**config.mk**
```make
export PLATFORM = sky130hd
export DESIGN_NAME = uart_rx_core
export DESIGN_NICKNAME = d
export VERILOG_FILES = /design/src/rtl/uart_pkg.sv /design/src/rtl/uart_sync_fifo.sv /design/src/rtl/uart_rx_core.sv
export SDC_FILE = /design/constraint.sdc
export NUM_CORES = 1
export LEC_CHECK = 0
export CAP_MARGIN = 25
export CORE_MARGIN = 2
export CORE_UTILIZATION = 45
export CTS_BUF_LIST = sky130_fd_sc_hd__clkbuf_16
export CTS_CLUSTER_DIAMETER = 120
export DETAILED_ROUTE_END_ITERATION = 10
export GPL_ROUTABILITY_DRIVEN = 0
export SETUP_SLACK_MARGIN = 0.5
export SLEW_MARGIN = 20
export SYNTH_ARGS = -nofsm -noshare
export SYNTH_HDL_FRONTEND = slang
export SYNTH_HIERARCHICAL = 1
export SYNTH_SLANG_ARGS = --single-unit
```
**constraint.sdc**
```tcl
create_clock -name clk -period 5.02 [get_ports clk]
set_input_delay 1.506 -clock clk [delete_from_list [all_inputs] [get_ports clk]]
set_output_delay 1.506 -clock clk [all_outputs]
set_load 0.005 [all_outputs]
```
**src/rtl/uart_pkg.sv**
```systemverilog
// uart_pkg: shared types and constants for the UART receive path.
//   uart_rx_state_t : receiver FSM state encoding
//   uart_div()      : rounded clocks-per-bit divisor
//   UART_DATA_W     : data bits per frame
//   UART_CTS_*      : flow-control line levels toward the host
package uart_pkg;

  localparam int unsigned UART_DATA_W = 8;

  // CTS is active-low toward the host: 0 lets it send, 1 asks it to pause.
  localparam logic UART_CTS_READY = 1'b0;
  localparam logic UART_CTS_STOP  = 1'b1;

  typedef enum logic [2:0] {
    StIdle,
    StStart,
    StData,
    StParity,
    StStop,
    StBreak
  } uart_rx_state_t;

  // Rounded to the nearest clock so the bit period error stays below half a clock.
  function automatic int unsigned uart_div(input int unsigned clk_hz, input int unsigned baud);
    return (clk_hz + baud / 2) / baud;
  endfunction

endpackage

```
**src/rtl/uart_sync_fifo.sv**
```systemverilog
// uart_sync_fifo: single-clock show-ahead FIFO.
//   clk, rsth     : clock, synchronous active-high reset (empties the FIFO)
//   push, wdata   : write request and data
//   pop           : read request; ignored when empty
//   rdata         : head entry, valid whenever empty is 0 (reads 0 when empty)
//   full, empty   : occupancy flags
//   level         : current number of entries
// A push while full is accepted only if a pop happens in the same cycle.
module uart_sync_fifo #(
  parameter int unsigned WIDTH = 8,
  parameter int unsigned DEPTH = 16
) (
  input  logic                     clk,
  input  logic                     rsth,
  input  logic                     push,
  input  logic [WIDTH-1:0]         wdata,
  input  logic                     pop,
  output logic [WIDTH-1:0]         rdata,
  output logic                     full,
  output logic                     empty,
  output logic [$clog2(DEPTH):0]   level
);

  localparam int unsigned AW = $clog2(DEPTH);
  localparam logic [AW:0] FullLvl = (AW + 1)'(DEPTH);

  logic [WIDTH-1:0] mem_q [DEPTH];
  logic [AW-1:0]    wr_ptr_q, rd_ptr_q;
  logic [AW:0]      count_q;
  logic             push_ok, pop_ok;

  assign full    = (count_q == FullLvl);
  assign empty   = (count_q == '0);
  assign level   = count_q;
  assign pop_ok  = pop && !empty;
  // The pop frees its slot first, so a push into a full FIFO survives a same-cycle pop.
  assign push_ok = push && (!full || pop_ok);
  assign rdata   = empty ? '0 : mem_q[rd_ptr_q];

  always_ff @(posedge clk) begin
    if (rsth) begin
      wr_ptr_q <= '0;
      rd_ptr_q <= '0;
      count_q  <= '0;
    end else begin
      if (push_ok) wr_ptr_q <= wr_ptr_q + 1'b1;
      if (pop_ok)  rd_ptr_q <= rd_ptr_q + 1'b1;
      unique case ({push_ok, pop_ok})
        2'b10:   count_q <= count_q + 1'b1;
        2'b01:   count_q <= count_q - 1'b1;
        default: count_q <= count_q;
      endcase
    end
  end

  always_ff @(posedge clk) begin
    if (push_ok) mem_q[wr_ptr_q] <= wdata;
  end

endmodule

```
**src/rtl/uart_rx_core.sv**
```systemverilog
// uart_rx_core: UART receiver with receive FIFO and CTS flow control.
//   clk          : system clock, all logic on the rising edge
//   rsth         : synchronous active-high reset
//   uart_rx      : asynchronous serial input, idle high
//   uart_cts     : flow control toward host (0 = send, 1 = pause)
//   rx_data      : head-of-FIFO byte (0 when empty)
//   rx_valid     : rx_data holds a byte; popped on rx_valid && rx_ready
//   rx_ready     : consumer accepts the head byte
//   frame_err    : one-cycle pulse, stop bit sampled low
//   overrun_err  : one-cycle pulse, good byte dropped on a full FIFO
//   parity_err   : one-cycle pulse on even-parity mismatch
// Build option: define UART_RX_PARITY_EN for 8E1 framing; otherwise 8N1 and parity_err is 0.
module uart_rx_core
  import uart_pkg::*;
#(
  parameter int unsigned CLK_HZ     = 50000000,
  parameter int unsigned BAUD       = 115200,
  parameter int unsigned FIFO_DEPTH = 16
) (
  input  logic                   clk,
  input  logic                   rsth,
  input  logic                   uart_rx,
  output logic                   uart_cts,
  output logic [UART_DATA_W-1:0] rx_data,
  output logic                   rx_valid,
  input  logic                   rx_ready,
  output logic                   frame_err,
  output logic                   overrun_err,
  output logic                   parity_err
);

  localparam int unsigned DIV  = uart_div(CLK_HZ, BAUD);
  localparam int unsigned HALF = DIV / 2;
  localparam int unsigned CntW = $clog2(DIV);
  localparam int unsigned LvlW = $clog2(FIFO_DEPTH) + 1;

  // Counter counts down to zero, so a load of N-1 expires after N clocks.
  localparam logic [CntW-1:0] CntHalf = CntW'(HALF - 1);
  localparam logic [CntW-1:0] CntBit  = CntW'(DIV - 1);

  // Pause threshold leaves four slots for the byte in flight plus host reaction time.
  localparam logic [LvlW-1:0] CtsHiLvl = LvlW'(FIFO_DEPTH - 4);
  localparam logic [LvlW-1:0] CtsLoLvl = LvlW'(FIFO_DEPTH / 2);

  // Input synchroniser and edge detect
  logic [1:0] sync_q;
  logic       rx_prev_q;
  logic       rx_s;
  logic       rx_fall;

  assign rx_s    = sync_q[1];
  assign rx_fall = rx_prev_q && !rx_s;

  // Receiver state
  uart_rx_state_t         state_q, state_d;
  logic [CntW-1:0]        cnt_q, cnt_d;
  logic [2:0]             bit_idx_q, bit_idx_d;
  logic [UART_DATA_W-1:0] shift_q, shift_d;
  logic                   push_q, push_d;
  logic                   ferr_q, ferr_d;
  logic                   cnt_expire;
  logic                   par_bad;

  // FIFO and flow control
  logic            fifo_full, fifo_empty, fifo_pop;
  logic [LvlW-1:0] fifo_level;
  logic            cts_q, cts_d;

  assign cnt_expire = (cnt_q == '0);

`ifdef UART_RX_PARITY_EN
  logic par_bad_q, par_bad_d;
  logic perr_q, perr_d;
  assign par_bad    = par_bad_q;
  assign parity_err = perr_q;
`else
  assign par_bad    = 1'b0;
  assign parity_err = 1'b0;
`endif

  always_comb begin
    state_d   = state_q;
    cnt_d     = cnt_expire ? cnt_q : cnt_q - 1'b1;
    bit_idx_d = bit_idx_q;
    shift_d   = shift_q;
    push_d    = 1'b0;
    ferr_d    = 1'b0;
`ifdef UART_RX_PARITY_EN
    par_bad_d = par_bad_q;
    perr_d    = 1'b0;
`endif

    unique case (state_q)
      StIdle: begin
        if (rx_fall) begin
          cnt_d   = CntHalf;
          state_d = StStart;
        end
      end

      StStart: begin
        if (cnt_expire) begin
          if (!rx_s) begin
            cnt_d     = CntBit;
            bit_idx_d = '0;
`ifdef UART_RX_PARITY_EN
            par_bad_d = 1'b0;
`endif
            state_d   = StData;
          end else begin
            // Line back high at mid start bit: a glitch, not a frame.
            state_d = StIdle;
          end
        end
      end

      StData: begin
        if (cnt_expire) begin
          shift_d   = {rx_s, shift_q[UART_DATA_W-1:1]};
          cnt_d     = CntBit;
          bit_idx_d = bit_idx_q + 3'd1;
          if (bit_idx_q == 3'd7) begin
`ifdef UART_RX_PARITY_EN
            state_d = StParity;
`else
            state_d = StStop;
`endif
          end
        end
      end

`ifdef UART_RX_PARITY_EN
      StParity: begin
        if (cnt_expire) begin
          // Even parity: data plus parity bit must hold an even number of ones.
          par_bad_d = (^shift_q) ^ rx_s;
          cnt_d     = CntBit;
          state_d   = StStop;
        end
      end
`endif

      StStop: begin
        if (cnt_expire) begin
`ifdef UART_RX_PARITY_EN
          perr_d = par_bad;
`endif
          if (rx_s) begin
            push_d  = !par_bad;
            state_d = StIdle;
          end else begin
            ferr_d  = 1'b1;
            state_d = StBreak;
          end
        end
      end

      StBreak: begin
        // Hold off until the line returns high so a long break cannot look like a start bit.
        if (rx_s) state_d = StIdle;
      end

      default: state_d = StIdle;
    endcase
  end

  always_ff @(posedge clk) begin
    if (rsth) begin
      sync_q    <= 2'b11;
      rx_prev_q <= 1'b1;
      state_q   <= StIdle;
      cnt_q     <= '0;
      bit_idx_q <= '0;
      shift_q   <= '0;
      push_q    <= 1'b0;
      ferr_q    <= 1'b0;
      cts_q     <= UART_CTS_STOP;
    end else begin
      sync_q    <= {sync_q[0], uart_rx};
      rx_prev_q <= rx_s;
      state_q   <= state_d;
      cnt_q     <= cnt_d;
      bit_idx_q <= bit_idx_d;
      shift_q   <= shift_d;
      push_q    <= push_d;
      ferr_q    <= ferr_d;
      cts_q     <= cts_d;
    end
  end

`ifdef UART_RX_PARITY_EN
  always_ff @(posedge clk) begin
    if (rsth) begin
      par_bad_q <= 1'b0;
      perr_q    <= 1'b0;
    end else begin
      par_bad_q <= par_bad_d;
      perr_q    <= perr_d;
    end
  end
`endif

  // Hysteresis: pause at the high threshold, resume only once drained to half full.
  always_comb begin
    cts_d = cts_q;
    if (fifo_level >= CtsHiLvl) begin
      cts_d = UART_CTS_STOP;
    end else if (fifo_level <= CtsLoLvl) begin
      cts_d = UART_CTS_READY;
    end
  end

  assign fifo_pop    = rx_valid && rx_ready;
  assign rx_valid    = !fifo_empty;
  assign uart_cts    = cts_q;
  assign frame_err   = ferr_q;
  // shift_q is stable while push_q is high, the next frame cannot shift until mid start bit.
  assign overrun_err = push_q && fifo_full && !fifo_pop;

  uart_sync_fifo #(
    .WIDTH (UART_DATA_W),
    .DEPTH (FIFO_DEPTH)
  ) u_fifo (
    .clk   (clk),
    .rsth  (rsth),
    .push  (push_q),
    .wdata (shift_q),
    .pop   (fifo_pop),
    .rdata (rx_data),
    .full  (fifo_full),
    .empty (fifo_empty),
    .level (fifo_level)
  );

endmodule

```
**Yosys cells after proc, flatten, opt, wreduce, memory -nomap -nowiden**

Memories as Yosys holds them, arrays and structs flattened. A register that Yosys moved wholly into a read port is not among the register bits.
Cells that the tools add are included.

- Add/subtract/negate cells: 6
- Magnitude comparators: 2
- Equal/unequal tests: 15
- Multiplexer cells: 27
- Bitwise gates (word level): 2
- Reductions and logical operators: 21

Operators with widths:

| kind | number |
|---|---|
| $mux W9 | 5 |
| $mux W3 | 10 |
| $pmux W9 S3 | 1 |
| $pmux W3 S5 | 1 |
| $ne A2 B2 Y1 const B | 7 |
| $pmux W5 S2 | 1 |
| $eq A3 B3 Y1 const B | 3 |
| $logic_not A9 Y1 | 1 |
| $sub A9 B1 Y9 const B | 1 |
| $add A4 B1 Y4 const B | 2 |
| $mux W4 | 2 |
| $mux W8 | 1 |
| $logic_and A1 B1 Y1 | 6 |
| $pmux W3 S2 | 1 |
| $reduce_and A6 Y1 | 1 |
| $add A5 B1 Y5 const B | 1 |
| $eq A5 B5 Y1 const B | 1 |
| $ge A5 B4 Y1 const B | 1 |
| $le A5 B4 Y1 const B | 1 |
| $logic_not A5 Y1 | 1 |
| $sub A5 B1 Y5 const B | 1 |
| $logic_not A1 Y1 | 4 |
| $mux W1 | 4 |
| $reduce_and A4 Y1 | 1 |
| other kinds (13) | 15 |

- Flip-flop bits (word level): 42
- RAM bits: 128
- Input bits: 4
- Output and inout port bits: 13
- Logic and storage cells: 86
- Memories kept: 1

Memory list:

| name | words | bits a word | rd ports | clocked after memory_dff | write ports | RTL line | text |
|---|---|---|---|---|---|---|---|
| u_fifo.mem_q | 16 | 8 | 1 | 1 | 1 | uart_sync_fifo.sv:27 | `logic [WIDTH-1:0] mem_q [DEPTH];` |

**Depth between registers and ports, before layout**

Gate-level depths: netlist of the first run.

- Depth in word-level cells: 8
- Mapped depth: 12
- Mapped depth without buffers: 11

**Modules after synthesis**

Netlist of the first run, hierarchy kept.

By module, submodules not included:

| module | instances | cells an instance | area each (sq um) | seq. area each (sq um) |
|---|---|---|---|---|
| uart_sync_fifo | 1 | 333 | 5968.2 | 4184.0 |
| uart_rx_core | 1 | 163 | 1476.4 | 580.6 |

**Worst setup path before layout of the first run**

Ideal clock, no wire load.

- Kind: input port to flip-flop
- From: input port rx_ready
- To: register u_fifo.count_q[4] (netlist: u_fifo/level[4])
- Library setup time: 0.134 ns
- Data arrival time: 3.567 ns
- Data required time: 4.886 ns
- Slack: 1.319 ns
- Stages on the path: 8
- Buffers on the path: 0
- Cell sequence: nor2b_1 nor2b_1 o21ai_4 fa_1 nand2b_1 o2bb2ai_1 mux2i_1 or4_1

- Longest elaborated chain between the ends: 6
- Elaborated cells on any way between the ends: 8
- Those cells by class: 2 x eq/ne; 1 x mux; 5 x reduce/logical

Ends and longest elaborated chain:

| item | RTL line | text |
|---|---|---|
| start: declaration | uart_rx_core.sv:26 | `input logic rx_ready,` |
| $logic_and A1 B1 Y1 (*) | uart_rx_core.sv:213 | `assign fifo_pop = rx_valid && rx_ready;` |
| $logic_and A1 B1 Y1 (*) | uart_sync_fifo.sv:35 | `assign pop_ok = pop && !empty;` |
| $logic_or A1 B1 Y1 | uart_sync_fifo.sv:37 | `assign push_ok = push && (!full \|\| pop_ok);` |
| $logic_and A1 B1 Y1 | uart_sync_fifo.sv:37 |  |
| $eq A2 B1 Y1 / $eq A2 B2 Y1 (equally long branches) | uart_sync_fifo.sv:48 | `unique case ({push_ok, pop_ok})` |
| $pmux W5 S2 / $reduce_bool A2 Y1 (equally long branches) | - |  |
| end signal: assignment | uart_sync_fifo.sv:49 | `2'b10: count_q <= count_q + 1'b1;` |
| end signal: assignment | uart_sync_fifo.sv:50 | `2'b01: count_q <= count_q - 1'b1;` |
| end signal: assignment | uart_sync_fifo.sv:51 | `default: count_q <= count_q;` |
| end: declaration | uart_sync_fifo.sv:29 | `logic [AW:0] count_q;` |

Mark *: on every way between the ends. The rest lies on a longest branch, timed or not.
A chain may end at the register's enable or synchronous reset.

==> flow_summary.ini, run 1 <==
[min_path]
hold_path.class = reg -> reg
min_to = sync_q[1]$_SDFF_PP1_
holdPathStages = 1
holdCritStartpoint = sync_q[0]$_SDFF_PP1_

[critical_path]
cp-end-kind = output pin
worstPathArrival_ps = 2840
r2r_start = u_fifo/level[0]$_SDFFE_PP0P_
max_stage_delay_ps = 670
critPathKind = reg -> out
required_ps = 3510
regToRegSetupSlack_ps = 1670
worstSetupStartpointType = flop
cp_max_fo = 16
crit_slowest_cell = dfxtp_2
rr_endpoint = u_fifo/level[4]$_SDFFE_PP0P_
path_common_cell = a211oi_1
worstPathCellList = mux4_2 -> nor2b_1 -> a211oi_1 -> a211oi_1 -> clkdlybuf4s50_1
reg2reg_depth = 12

[yosys]
synthTopCellsByArea = edfxtp_1 (52%), dfxtp_1 (12%), mux4_2 (9.7%)
yosysTopAreaCellShare_pct = 51.6
synthArstFlopShare_pct = 0
yosysMostFrequentCell = edfxtp_1
synthTopCellsByCount = edfxtp_1 (128), dfxtp_1 (46), nor2_1 (34)
synth-seq-cells = 174
synth_area_um2 = 7440
yosysSeqAreaShare_pct = 64.0
syn_inst = 496
avgSynthCellArea_um2 = 15.0
synth_edf_count = 128
ys.warnings.count = 6
ys_types = 63
syn-num-nets = 514
yosysTopAreaCell = edfxtp_1
synth-main-ff-cell = edfxtp_1

[clock_network]
cts_tree = built
path_clk_slew_ps = 60
htree_levels = 4
postCtsSetupBuffers = 0
cts_resized = 0
numClockSinks = 174
worstSkewPairLatency_ps = 420
ctsHoldBuffers = 0
cts-buffers-inserted = 17
cts-root-buf = clkbuf_16
cts_buffer_depth = 2

[finish]
drive_above_1_share_pct = 19.6
n_antenna_cell = 0
syn_to_final_growth_pct = 13.9
fin_nets = 536

[detailed_routing]
drt_iter0_markers = 295
dr.pass1.iters = 4
drtAntennaViolNets = 0
vias = 4219
routed_via_density = 5.62
wirelength_um = 14700
drc_errors = 0
routedWlPerCell_um = 19.6

[timing]
finalSetupViolCount = 0
slew_violations = 0
final.period_utilization_pct = 86.5
hold_violations = 0
setup_tns_ps = 0
fin_hold_ws_ps = 414
rsz0062_at_grt = false
worst_slew_pin_slew_ps = 957
skew_ps = 8.82
fin_ws_ps = 679
fmax_ghz = 0.230
fin_crit_ps = 4340
maxSlewHeadroom_pct = 35.9

[job]
max_cap_viol_count = 0

[die]
rows = 47
start_util_pct = 45.5
fp.dieH_um = 133
dieArea_um2 = 17600
coreArea_um2 = 16300
die_w_um = 133
io-pin-count = 17

[pwr]
power_density_nw_per_um2 = 410
cellLeakagePower_nw = 2.83
ir_worst_vdd_mv = 0.248

[global_routing]
grt_overflow_total = 0
grt_pass1_wl_um = 23600
grt_max_degree = 33
grt_pass1_vias = 4189
antenna_found_initial = 0
gr-usage-all-layers_pct = 17.8

[place]
port_buffers = 15
dp_hpwl_um = 9500
pre_cts_slack_ps = 865

[status]
status = completed
[layout by cell type (no fill, tap or decap), types with 4 or more instances in the layout]
master	instances
a21oi_1	13
ha_1	13
mux2i_1	23
and3_1	4
o21a_1	6
nor3b_1	4
mux4_2	32
o211ai_1	4
edfxtp_1	128
clkinvlp_4	5
nor2_1	34
nand3_1	9
and2_1	5
dfxtp_1	44
xor2_1	6
buf_4	17
nor3_1	6
clkbuf_16	17
nor4_1	7
nand2_1	8
inv_1	21
o21ai_0	6
a211oi_1	19
bufinv_16	4
nor2b_1	14
clkdlybuf4s50_1	15
xnor2_1	4
[report_power, final]
group          leakage (nW)  switching [W]  internal, W
combinational         0.978       0.000240     0.000226
clock                 0.290       0.000538     0.000831
sequential             1.56      0.0000738      0.00157
[metrics by stage]
stage | utilization (%) | power (W) | cells | area (um^2)
2_1_floorplan | - | 0.00204 | 496 | 7440
3_3_place_gp | 48.0 | 0.00212 | 719 | 7850
3_5_place_dp | 48.0 | 0.00214 | 719 | 7850
4_1_cts | 51.8 | 0.00351 | 751 | 8480
5_1_grt | 51.9 | 0.00364 | 751 | 8480
6_report | 51.9 | 0.00348 | 751 | 8480
[metal layers]
metal  vias to the layer above  GRT usage [%]  wire length [um]
met3                        13           3.83               546
li1                       1970              -                 -
met4                         0           5.50               174
met2                        69           28.1              7080
met5                         -              0                 0
met1                      2167           24.9              6890
[final cells by class]
class,instances,area [um^2]
sequential,174,4770
fill,1406,7870
timing repair buffer,32,278
clock buffer,17,425
clock inverter,15,196
inverter,22,82.6
multi-input combinational,271,2450
tap,220,275
[worst max-delay path by stage]
stage,start,to,slack (ps),cells past startpoint
3_3_place_gp,rx_ready,overrun_err,850,4
2_1_floorplan,rx_ready,u_fifo/level[4]$_SDFFE_PP0P_,1320,8
6_report,flop,rx_data[6],680,5
4_1_cts,flop,rx_data[6],610,5
5_1_grt,flop,rx_data[0],500,5
3_5_place_dp,rx_ready,u_fifo/level[4]$_SDFFE_PP0P_,870,10
[critical path, delay by kind of cell (launching register included)]
family,cells,cell delay (ps)
buf+inv,1,510
simple gates,1,160
mux,1,570
flops,1,670
compound gates,2,510
[state kept, by name, indices dropped and copies added (netlist names), named ones only]
signal	count
cnt_q	9
bit_idx_q	3
u_fifo/rd_ptr_q	4
u_fifo/mem_q	128
rx_prev_q	1
frame_err	1
u_fifo/level	5
state_q	3
u_fifo/wr_ptr_q	4
sync_q	2
push_q	1
uart_cts	1
shift_q	8
[logic make-up after synthesis]
logic type | count (synthesis) | share of synthesized area (%)
fa+ha+maj | 14 | 2.45
flops | 174 | 64.0
buf+inv | 51 | 3.06
xor+xnor | 10 | 1.18
simple gates | 116 | 9.01
compound gates | 73 | 7.18
other cells | 1 | 0.0504
mux | 57 | 13.1
Note: power is estimated with default switching activity, not from simulation.
==> run 2, diff against run 1 <==
--- a/config.mk
+++ b/config.mk
@@ -5,13 +5,13 @@
 export SDC_FILE = /design/constraint.sdc
 export NUM_CORES = 1
 export LEC_CHECK = 0
-export CAP_MARGIN = 25
 export CORE_MARGIN = 2
-export CORE_UTILIZATION = 45
+export CORE_UTILIZATION = 50
 export CTS_BUF_LIST = sky130_fd_sc_hd__clkbuf_16
 export CTS_CLUSTER_DIAMETER = 120
 export DETAILED_ROUTE_END_ITERATION = 10
 export GPL_ROUTABILITY_DRIVEN = 0
+export PLACE_DENSITY = 0.66
 export SETUP_SLACK_MARGIN = 0.5
 export SLEW_MARGIN = 20
 export SYNTH_ARGS = -nofsm -noshare
==> run 2 against run 1 <==
  * Non-clock buffer count fell by 4
  * Power shrank 4.9%
  * Clock skew decreased by 0.92 ps
  * Clock power down 13%
  * Cell count decreased by 5.3%
==> flow_summary.ini, run 2 (synthesis gave the netlist of run 1 again) <==
[status]
status = completed

[critical_path]
crit_slowest_cell = clkdlybuf4s50_1
max_stage_delay_ps = 460
cp-end-kind = output pin
critPathKind = in -> out
path_delay_family = buffers and inverters
worstPathArrival_ps = 2850
path_common_cell = clkdlybuf4s50_1
required_ps = 3510
path_buf_inv = 2
cp_max_fo = 10
worstPathCellList = clkdlybuf4s50_1 -> nor2b_2 -> nor2_1 -> clkdlybuf4s50_1
worstSetupStartpointType = input pin

[timing]
fin_crit_ps = 4350
finalSetupViolCount = 0
slew_violations = 0
rsz0062_at_grt = false
setup_tns_ps = 0
fmax_ghz = 0.230
final.period_utilization_pct = 86.7
skew_ps = 7.89
hold_violations = 0
fin_hold_ws_ps = 412
maxSlewHeadroom_pct = 33.9
worst_slew_pin_slew_ps = 987

[global_routing]
grt_pass1_wl_um = 22700
gr-usage-all-layers_pct = 19.0
grt_pass1_vias = 4189
grt_overflow_total = 0
antenna_found_initial = 0
grt_max_degree = 33

[place]
dp_hpwl_um = 9050
port_buffers = 15
dp.cells = 679

[pwr]
power_density_nw_per_um2 = 397
seq_power_share_pct = 49.7
cellLeakagePower_nw = 2.80
ir_worst_vdd_mv = 0.266
p_comb_share_pct = 14.2
p_sw_w = 0.000813
power.share.clock_pct = 36.1
p_int_w = 0.00250
p_sw_share_pct = 24.6

[finish]
reg.largest.list = u_fifo/mem_q: 128 flops, cnt_q: 9 flops, shift_q: 8 flops
syn_to_final_growth_pct = 11.9
fin_cells = 711
n_antenna_cell = 0
drive_above_1_share_pct = 17.5
top_register = u_fifo/mem_q
nFillCells = 1174
final_cell_mix = edfxtp_1 (128), dfxtp_1 (45), nor2_1 (34), mux4_2 (32), inv_1 (25)
layout_commonest_cell = edfxtp_1
largest_reg_flops = 128
fin_nets = 532

[clock_network]
cts_tree = built
path_clk_slew_ps = 60
worstSkewPairLatency_ps = 420
cts-root-buf = clkbuf_16
cts-buffers-inserted = 17
postCtsSetupBuffers = 0
htree_levels = 4
numClockSinks = 174
cts_buffer_depth = 2

[detailed_routing]
drt_iter0_markers = 378
routedWlPerCell_um = 19.8
wirelength_um = 14100
vias = 4148
drc_errors = 0
routed_via_density = 5.83
drtAntennaViolNets = 0
dr.pass1.iters = 4

[job]
max_cap_viol_count = 0

[die]
io-pin-count = 17
fp.dieH_um = 126
rows = 44
die_w_um = 126
start_util_pct = 51.2
coreArea_um2 = 14500
dieArea_um2 = 15900

[min_path]
hold_path.class = reg -> reg
-- run 2: cell types whose count changed in the layout (fill, tap and decap cells not counted), moves of 2 or more --
cell,before,now
buf_4,17,13
bufinv_16,4,0
clkbuf_16,17,20
clkinv_1,1,5
clkinv_4,2,0
clkinvlp_4,5,1
dfxtp_2,2,0
inv_1,21,25
-- run 2: worst paths after layout --
| path | from | depth (start not counted) | to | slack (ps) |
|---|---|---|---|---|
| max reg2reg | u_fifo/level[0]$_SDFFE_PP0P_ | 11 | u_fifo/level[4]$_SDFFE_PP0P_ | 1800 |
| min | sync_q[0]$_SDFF_PP1_ | 1 | sync_q[1]$_SDFF_PP1_ | 410 |
| min reg2reg | sync_q[0]$_SDFF_PP1_ | 1 | sync_q[1]$_SDFF_PP1_ | 410 |
| max | rx_ready | 4 | overrun_err | 670 |
-- run 2: metal layers --
| metal | up-vias | GRT usage (%) | part of all wire, % |
|---|---|---|---|
| li1 | 1950 | - | - |
| met1 | 2083 | 26.5 | 46 |
| met2 | 94 | 29.2 | 46 |
| met3 | 21 | 4.59 | 5.4 |
| met4 | 0 | 7.05 | 2.2 |
| met5 | - | 0 | 0 |
-- run 2: power groups by stage --
stage / combinational, W / clock [W] / sequential [W]
finish: 0.000470 / 0.00119 / 0.00165
global route: 0.000529 / 0.00128 / 0.00165
CTS: 0.000469 / 0.00123 / 0.00164
detailed placement: 0.000466 / 0 / 0.00167
global placement: 0.000451 / 0 / 0.00167
floorplan: 0.000398 / 0 / 0.00164
-- run 2: stage by stage --
| step | setup WS (ps) | power, W | utilization (%) | instance area (um^2) |
|---|---|---|---|---|
| after global routing | 537 | 0.00346 | 57.3 | 8330 |
| after CTS | 545 | 0.00334 | 57.3 | 8330 |
| after global placement | 511 | 0.00212 | 53.5 | 7780 |
| final | 666 | 0.00331 | 57.3 | 8330 |
| after floorplan | 1320 | 0.00204 | - | 7440 |
| after detailed placement | 454 | 0.00214 | 53.5 | 7780 |
-- run 2: timing repair --
action                                  in CTS  in global routing
gates resized for setup                      1                  1
endpoints found under the setup margin       1                  4
hold buffers                                 0                  0
hold endpoints to repair                     0                  0
-- run 2: layout make-up --
class                      count  area (um^2)  area share [%]
clock buffer                  20          500            6.01
sequential                   174         4770            57.2
tap                          184          230            2.76
inverter                      22         82.6           0.991
multi-input combinational    271         2450            29.5
clock inverter                12         50.0           0.601
timing repair buffer          28          248            2.97
==> run 3, diff against run 2 <==
--- a/config.mk
+++ b/config.mk
@@ -5,12 +5,14 @@
 export SDC_FILE = /design/constraint.sdc
 export NUM_CORES = 1
 export LEC_CHECK = 0
+export CORE_ASPECT_RATIO = 1.4
 export CORE_MARGIN = 2
 export CORE_UTILIZATION = 50
 export CTS_BUF_LIST = sky130_fd_sc_hd__clkbuf_16
 export CTS_CLUSTER_DIAMETER = 120
 export DETAILED_ROUTE_END_ITERATION = 10
 export GPL_ROUTABILITY_DRIVEN = 0
+export HOLD_SLACK_MARGIN = 0.05
 export PLACE_DENSITY = 0.66
 export SETUP_SLACK_MARGIN = 0.5
 export SLEW_MARGIN = 20
==> run 3 against run 2 <==
  * Worst hold slack gained 3.3 ps
  * Clock power up 3%
  * Sequential cell count unchanged
  * Sequential power barely moved
  * Critical endpoint is now rx_data[7]
  * Largest power group unchanged
  * Highest routed layer unchanged
==> flow_summary.ini, run 3 (synthesis gave the netlist of run 1 again) <==
[pwr]
cellLeakagePower_nw = 2.76
seq_power_share_pct = 49.2
p_comb_share_pct = 14.1
power_density_nw_per_um2 = 401
power_w = 0.00334
p_sw_share_pct = 26.8
power.share.clock_pct = 36.8
ir_worst_vdd_mv = 0.285
p_int_w = 0.00244
p_sw_w = 0.000896

[detailed_routing]
routedWlPerCell_um = 20.1
drc_errors = 0
drtAntennaViolNets = 0
wirelength_um = 14300
drt_iter0_markers = 245
vias = 4191
dr.pass1.iters = 6
routed_via_density = 5.88

[clock_network]
cts_tree = built
path_clk_slew_ps = 60
cts_buffer_depth = 2
numClockSinks = 174
worstSkewPairLatency_ps = 430
cts-root-buf = clkbuf_16
htree_levels = 4
cts-buffers-inserted = 17
ctsHoldBuffers = 0
postCtsSetupBuffers = 0
cts_resized = 1

[critical_path]
worstSetupStartpointType = flop
critPathKind = reg -> out
cp-end-kind = output pin
worstPathArrival_ps = 2710
cp_max_fo = 19
regToRegSetupSlack_ps = 1810
path_common_cell = a211oi_1
path_buf_inv = 1
required_ps = 3510
max_stage_delay_ps = 580
crit_slowest_cell = dfxtp_4
worstPathCellList = mux4_2 -> nor2b_1 -> a211oi_1 -> a211oi_1 -> clkdlybuf4s50_1
path_delay_family = flip-flops

[timing]
rsz0062_at_grt = false
fmax_ghz = 0.237
skew_ps = 12.4
setup_tns_ps = 0
maxSlewHeadroom_pct = 28.9
fin_ws_ps = 807
worst_slew_pin_slew_ps = 1060
slew_violations = 0
final.period_utilization_pct = 83.9
fin_crit_ps = 4210
hold_violations = 0
finalSetupViolCount = 0

[finish]
final_cell_mix = edfxtp_1 (128), dfxtp_1 (44), nor2_1 (34), mux4_2 (32), mux2i_1 (23)
n_antenna_cell = 0
syn_to_final_growth_pct = 11.7
drive_above_1_share_pct = 18.7
fin_nets = 529
fin_cells = 713
top_register = u_fifo/mem_q
largest_reg_flops = 128
reg.largest.list = u_fifo/mem_q: 128 flops, cnt_q: 9 flops, shift_q: 8 flops
design_area_um2 = 8320
layout_commonest_cell = edfxtp_1

[global_routing]
grt_pass1_vias = 4302
grt_pass1_wl_um = 23100
grt_max_degree = 33
gr-usage-all-layers_pct = 19.4
antenna_found_initial = 0
grt_overflow_total = 0

[place]
dp_hpwl_um = 9210
pre_cts_slack_ps = 863
port_buffers = 15
dp.cells = 681
placed_cell_area_um2 = 7760

[die]
io-pin-count = 17
start_util_pct = 51.3
rows = 52
fp.dieH_um = 148
dieArea_um2 = 15900
coreArea_um2 = 14500
die_w_um = 107

[min_path]
hold_path.class = reg -> reg

[status]
status = completed

[job]
max_cap_viol_count = 0
## run 3: changes by cell type in the layout (fill, tap and decap cells not counted), sizes merged
cell,previous run,this run
clkinv,6,2
clkinvlp,1,5
buf,13,10
clkbuf,20,17
inv,27,30
## run 3: per-stage QoR
step                      hold WS (ps)  utilization [%]
after floorplan                    389                -
after global placement             398             53.5
after detailed placement           404             53.5
after CTS                          420             57.3
after global routing               432             57.3
final                              415             57.3
## run 3: routing by layer
metal | share of wire [%] | routed length [um] | up-vias | GRT usage [%]
met5 | 0 | 0 | - | 0
met4 | 1.4 | 206 | 0 | 6.43
met3 | 2.7 | 382 | 18 | 4.29
met2 | 53 | 7550 | 79 | 33.5
met1 | 43 | 6210 | 2140 | 24.1
li1 | - | - | 1954 | -
## run 3: cell type report
type                       instances  area, um^2
inverter                          22        82.6
timing repair buffer              25         225
tap                              189         236
clock buffer                      17         425
multi-input combinational        271        2450
sequential                       174        4770
fill                            1143        6190
clock inverter                    15         128
## run 3: final timing paths
path	startpoint	endpoint	cells after the start
setup / recovery	flop	rx_data[7]	5
hold / removal	sync_q[0]$_SDFF_PP1_	sync_q[1]$_SDFF_PP1_	1
setup reg to reg	u_fifo/level[0]$_SDFFE_PP0P_	u_fifo/level[4]$_SDFFE_PP0P_	12
hold reg to reg	sync_q[0]$_SDFF_PP1_	sync_q[1]$_SDFF_PP1_	1
## run 3: power by group through the flow
stage	registers [W]	logic, W	clock network [W]
6_report	0.00164	0.000469	0.00123
5_1_grt	0.00165	0.000527	0.00131
4_1_cts	0.00164	0.000470	0.00125
3_5_place_dp	0.00167	0.000467	0
3_3_place_gp	0.00167	0.000454	0
2_1_floorplan	0.00164	0.000398	0
